## config.mk

```make
export PLATFORM = sky130hd
export DESIGN_NAME = branch_predictor_btb
export DESIGN_NICKNAME = d
export VERILOG_FILES = /design/src/rtl/branch_predictor_btb.sv
export SDC_FILE = /design/constraint.sdc
export NUM_CORES = 1
export LEC_CHECK = 0
export ABC_CLOCK_PERIOD_IN_PS = 6100
export BUFFER_PORTS_ARGS = -buffer_cell sky130_fd_sc_hd__buf_2
export CORE_MARGIN = 5
export CORE_UTILIZATION = 60
export CTS_CLUSTER_DIAMETER = 120
export DETAILED_ROUTE_END_ITERATION = 8
export GPL_TIMING_DRIVEN = 0
export PLACE_DENSITY = 0.82
export SKIP_LAST_GASP = 1
export SYNTH_ARGS = -nofsm -noshare
export SYNTH_HDL_FRONTEND = slang
export SYNTH_SLANG_ARGS = --single-unit
```

## constraint.sdc

```tcl
create_clock -name clk_i -period 6.1 [get_ports clk_i]
set_input_delay 0 -clock clk_i [delete_from_list [all_inputs] [get_ports clk_i]]
set_output_delay 0 -clock clk_i [all_outputs]
set_load 0.01 [all_outputs]
```

## src/rtl/branch_predictor_btb.sv

```systemverilog
// Direct-mapped branch target buffer with 2-bit saturating direction counters.
// Lookup is combinational from the IF-stage PC; one resolved update per cycle from ID.
module branch_predictor_btb #(
    parameter int unsigned ENTRIES  = 16,
    parameter int unsigned ADDR_W   = 32,
    parameter logic [1:0]  CTR_INIT = 2'b10,
    parameter int unsigned PERF_W   = 16
) (
    input  logic              clk_i,
    input  logic              rst_i,
    input  logic [ADDR_W-1:0] lookup_pc_i,
    output logic              hit_o,
    output logic              pred_taken_o,
    output logic [ADDR_W-1:0] pred_target_o,
    input  logic              upd_valid_i,
    input  logic [ADDR_W-1:0] upd_pc_i,
    input  logic              upd_taken_i,
    input  logic [ADDR_W-1:0] upd_target_i,
    input  logic              upd_mispredict_i,
    input  logic              clear_i,
    output logic [PERF_W-1:0] perf_updates_o,
    output logic [PERF_W-1:0] perf_mispred_o
);

    localparam int unsigned IDX_W = $clog2(ENTRIES);
    localparam int unsigned TAG_W = ADDR_W - IDX_W - 2;

    logic              valid_q  [ENTRIES];
    logic              valid_d  [ENTRIES];
    logic [TAG_W-1:0]  tag_q    [ENTRIES];
    logic [TAG_W-1:0]  tag_d    [ENTRIES];
    logic [ADDR_W-1:0] target_q [ENTRIES];
    logic [ADDR_W-1:0] target_d [ENTRIES];
    logic [1:0]        ctr_q    [ENTRIES];
    logic [1:0]        ctr_d    [ENTRIES];

    logic [PERF_W-1:0] perf_upd_q, perf_upd_d;
    logic [PERF_W-1:0] perf_mis_q, perf_mis_d;

    logic [IDX_W-1:0]  lk_idx;
    logic [TAG_W-1:0]  lk_tag;
    logic [IDX_W-1:0]  upd_idx;
    logic [TAG_W-1:0]  upd_tag;
    logic              upd_hit;

    // Lookup path: reads only registered table state, so no bypass from the update ports.
    assign lk_idx        = lookup_pc_i[IDX_W+1:2];
    assign lk_tag        = lookup_pc_i[ADDR_W-1:IDX_W+2];
    assign hit_o         = valid_q[lk_idx] & (tag_q[lk_idx] == lk_tag);
    assign pred_taken_o  = hit_o & ctr_q[lk_idx][1];
    assign pred_target_o = pred_taken_o ? target_q[lk_idx] : lookup_pc_i + ADDR_W'(4);

    assign upd_idx = upd_pc_i[IDX_W+1:2];
    assign upd_tag = upd_pc_i[ADDR_W-1:IDX_W+2];
    assign upd_hit = valid_q[upd_idx] & (tag_q[upd_idx] == upd_tag);

    always_comb begin
        valid_d  = valid_q;
        tag_d    = tag_q;
        target_d = target_q;
        ctr_d    = ctr_q;
        if (clear_i) begin
            for (int i = 0; i < ENTRIES; i++) begin
                valid_d[i] = 1'b0;
            end
        end else if (upd_valid_i) begin
            if (upd_hit) begin
                if (upd_taken_i) begin
                    if (ctr_q[upd_idx] != 2'b11) begin
                        ctr_d[upd_idx] = ctr_q[upd_idx] + 2'b01;
                    end
                    target_d[upd_idx] = upd_target_i;
                end else if (ctr_q[upd_idx] != 2'b00) begin
                    ctr_d[upd_idx] = ctr_q[upd_idx] - 2'b01;
                end
            end else if (upd_taken_i) begin
                // Not-taken misses are never allocated.
                valid_d[upd_idx]  = 1'b1;
                tag_d[upd_idx]    = upd_tag;
                target_d[upd_idx] = upd_target_i;
                ctr_d[upd_idx]    = CTR_INIT;
            end
        end
    end

    always_comb begin
        perf_upd_d = perf_upd_q;
        perf_mis_d = perf_mis_q;
        if (upd_valid_i && (perf_upd_q != {PERF_W{1'b1}})) begin
            perf_upd_d = perf_upd_q + PERF_W'(1);
        end
        if (upd_valid_i && upd_mispredict_i && (perf_mis_q != {PERF_W{1'b1}})) begin
            perf_mis_d = perf_mis_q + PERF_W'(1);
        end
    end

    always_ff @(posedge clk_i) begin
        if (!rst_i) begin
            for (int i = 0; i < ENTRIES; i++) begin
                valid_q[i] <= 1'b0;
                ctr_q[i]   <= CTR_INIT;
            end
            perf_upd_q <= '0;
            perf_mis_q <= '0;
        end else begin
            valid_q    <= valid_d;
            ctr_q      <= ctr_d;
            perf_upd_q <= perf_upd_d;
            perf_mis_q <= perf_mis_d;
        end
    end

    // Tag and target need no reset value; valid gates their use.
    always_ff @(posedge clk_i) begin
        if (rst_i) begin
            tag_q    <= tag_d;
            target_q <= target_d;
        end
    end

    assign perf_updates_o = perf_upd_q;
    assign perf_mispred_o = perf_mis_q;

endmodule

```

==> results_dict.tcl <==
set metrics [dict create \
    path_buf_inv 8 \
    p_per_area_nw_per_um2 293.7 \
    vias_per_cell 7.258 \
    arrival_ps 6060 \
    cp_top_family "buffers and inverters" \
    postCtsSetupRepairBufs 0 \
    io_pins 168 \
    hold_depth 4 \
    synth_edf_count 928 \
    coreArea_um2 73080 \
    die_area_um2 79250 \
    place_congestion 0.9485 \
    required_ps 6510 \
    dieHeight_um 281.5 \
    synthCells 2323 \
    finalMaxSlewViolations 0 \
    netlist_area_um2 44230 \
    cpMostUsedCell "buf_2" \
    reg2reg_depth 11 \
    path_max_fanout 14 \
    worst-setup-path-type "primary input to flop" \
    critPathCaptureType "flop" \
    synth_warnings 0 \
    r2r_end "tag_q[318]$_DFFE_PP_" \
    dpl.hpwl_um 87890 \
    rsz0062_at_grt "no" \
    ys.flop_type "edfxtp_1" \
    synth-compound-area-share 0.03143 \
    finalHoldViolCount 0 \
    synthAdderAreaFrac 0.001414 \
    post-route-util 0.7014 \
    synth_seq_area_share 0.6662 \
    cts_sinks 1008 \
    yosys-mux-area-fraction 0.2246 \
    rows 99 \
    start_util 0.6052 \
    post_drt_wl_per_cell_um 36.18 \
    crit_end "tag_q[318]$_DFFE_PP_" \
    cts_hold_buffers 64 \
    final_nets 2792 \
    area_growth_pct 15.89 \
    period_minus_slack_ps 5648 \
    critPathSlowestCell "buf_1" \
    path_clk_slew_ps 60 \
    period_share 0.9259 \
    dr.first_iter.drc_count 4385 \
    firstDrtPassIters 8 \
    grt_pass1_vias 27621 \
    grt_pass1_wl_um 192300 \
    final_layout_size_suffix_gt1_frac 0.3205 \
    min_from "upd_pc_i[4]" \
    grt_overflow 0 \
    synth.avg_cell_area_um2 19.04 \
    reg2reg_slack_ps 1100 \
    io_buffers 162 \
    fill_cells 4353 \
    htree_levels 3 \
    p_leak_nw 16.49 \
    synth_seq_cells 1008 \
    yosys.area_share.simple 0.03700 \
    cap_violations 0 \
    die_x_um 281.5 \
    p_total_mw 15.06 \
    critPathMaxStageDelay_ps 1100 \
    max-slew-margin-rel 0.03482 \
    ir_drop_uv 360.1 \
    tritoncts "built" \
    ys_async_sr_fraction 0 \
    setup_viol 0 \
    synth_top_family_by_area "multiplexers" \
    crit_chain "buf_2 > buf_2 > buf_6 > buf_2 > buf_1 > mux4_2 > xnor2_1 > nand4b_1 > nor3_1 > nand4_1 > nand2b_1 > clkbuf_1 > buf_2 > nor2_4 > buf_12" \
    fmaxAchievable_mhz 177.1 \
    ant_nets 0 \
    insertion_delay_ps 700 \
    via_count 27146 \
    ys_types 63 \
    grt_usage 0.3405 \
    hold_class "primary input to flop" \
    worst_pin_slew_ps 1448 \
    ctsResizeCount 0 \
    numCtsBuffers 102 \
    route.detailed.drc 0 \
    clk_path_buf_depth 3 \
    fin_skew_ps 48.24 \
    startpoint_type "primary input" \
    clock-root-buffer "clkbuf_16" \
    antenna_found_initial 15 \
    grt_max_degree 23 \
    wl_um 135300 \
    synth.net_count 2430 \
    cp.depth 15 \
    worst_r2r_startpoint "tag_q[120]$_DFFE_PP_" \
    synth_xor_area_frac 0.02139 \
    status "completed" \
    cp-startpoint "upd_pc_i[2]" \
]
## registers in the layout (all words and copies together), names as in the netlist
register / count
valid_q: 16
perf_updates_o: 16
target_q: 512
ctr_q: 32
tag_q: 416
perf_mispred_o: 16
## area by class of cell
| cell class | instances | area, um^2 | area share |
|---|---|---|---|
| Clock inverter | 73 | 817.0 | 0.01594 |
| Sequential cell | 1008 | 29470 | 0.5749 |
| Timing Repair Buffer | 258 | 2137 | 0.04169 |
| Antenna cell | 10 | 25.02 | 0.0004882 |
| Multi-Input combinational cell | 1143 | 14210 | 0.2772 |
| Buffer | 143 | 683.2 | 0.01333 |
| Clock buffer | 117 | 2609 | 0.05089 |
| Inverter | 29 | 108.9 | 0.002124 |
| Tap cell | 959 | 1200 | 0.02341 |
## metal layers
layer	up-vias	global-route usage	wire [um]
met1	13718	0.4243	43860
met4	10	0.1614	7773
li1	10408	-	-
met2	2487	0.5579	65810
met5	-	0	69
met3	523	0.1010	17780
## tightest hold or removal path: stages
cell and delay [ps]:
buf_2 110, nand2b_1 340, nor2_1 180, a21boi_0 170
## Yosys cell counts, drive strengths merged (2+ instances only)
library cell | n | area share
nor4 | 8 | 0.0011
mux2 | 41 | 0.010
a22o | 7 | 0.0014
o22ai | 7 | 0.00099
and4 | 6 | 0.0012
o221ai | 14 | 0.0028
nor2 | 122 | 0.010
edfxtp | 928 | 0.63
a211oi | 7 | 0.0012
a21boi | 14 | 0.0024
and3 | 8 | 0.0011
mux4 | 382 | 0.19
nor4b | 3 | 0.00074
nand4 | 21 | 0.0030
and2 | 7 | 0.00099
or4b | 2 | 0.00045
o21ai | 11 | 0.0012
nor3b | 2 | 0.00045
o211ai | 3 | 0.00051
nand3 | 34 | 0.0038
dfxtp | 80 | 0.036
or3 | 8 | 0.0011
mux2i | 87 | 0.020
a21oi | 37 | 0.0042
o41a | 2 | 0.00051
nor3 | 12 | 0.0014
xnor2 | 49 | 0.0097
clkbuf | 67 | 0.0057
o221a | 2 | 0.00051
xor2 | 59 | 0.012
ha | 5 | 0.0014
nand2b | 13 | 0.0018
or4 | 4 | 0.00076
o22a | 17 | 0.0034
a221oi | 18 | 0.0050
or2 | 4 | 0.00057
a31oi | 4 | 0.00057
inv | 29 | 0.0025
a22oi | 26 | 0.0044
nor2b | 9 | 0.0013
nand2 | 78 | 0.0066
buf | 76 | 0.0098
## cells in the final DEF (no fill, tap or decap), types with 64 or more instances in the layout
cell and count:
edfxtp_1 928, mux4_2 382, buf_2 201, clkbuf_16 102
nor2_1 90, mux2i_1 87, clkbuf_1 82, dfxtp_1 80
nand2_1 78, dlygate4sd3_1 64
## power breakdown
group          total, mW  switching, mW  internal, mW
clock               6.37           2.75          3.62
combinational       1.11          0.671         0.437
sequential          7.58         0.0137          7.56
total               15.1           3.44          11.6
## how the worst min path moves through the flow
stage	end	slack, ps
after floorplan	tag_q[0]$_DFFE_PP_	100
after global placement	pred_target_o[1]	310
after detailed placement	pred_target_o[1]	320
after CTS	ctr_q[9]$_SDFFE_PN1P_	90
after global routing	ctr_q[13]$_SDFFE_PN1P_	150
final	ctr_q[9]$_SDFFE_PN1P_	180
## metrics by stage
step	TNS [ps]	worst slack, ps	std cells	hold WS, ps	cell area, um^2
global route	0	508.7	3736	150.0	51250
CTS	0	621.4	3730	87.27	51230
global placement	-375230	-1144	3444	313.7	46240
detailed placement	-274.7	-22.36	3476	315.3	47170
finish	0	451.9	3740	176.3	51260
floorplan	0	2190	2323	98.87	44230
## logic make-up (layout without fill, tap and decap cells)
group,Yosys count,count (layout)
AOI/OAI and AO/OA,178,178
xor gates and xnor gates,108,108
adders and majority gates,5,5
buffers and inverters,172,620
DFF,1008,1008
muxes,510,510
other,0,10
and+or+nand+nor,342,342
(Power assumes the default switching activity.)
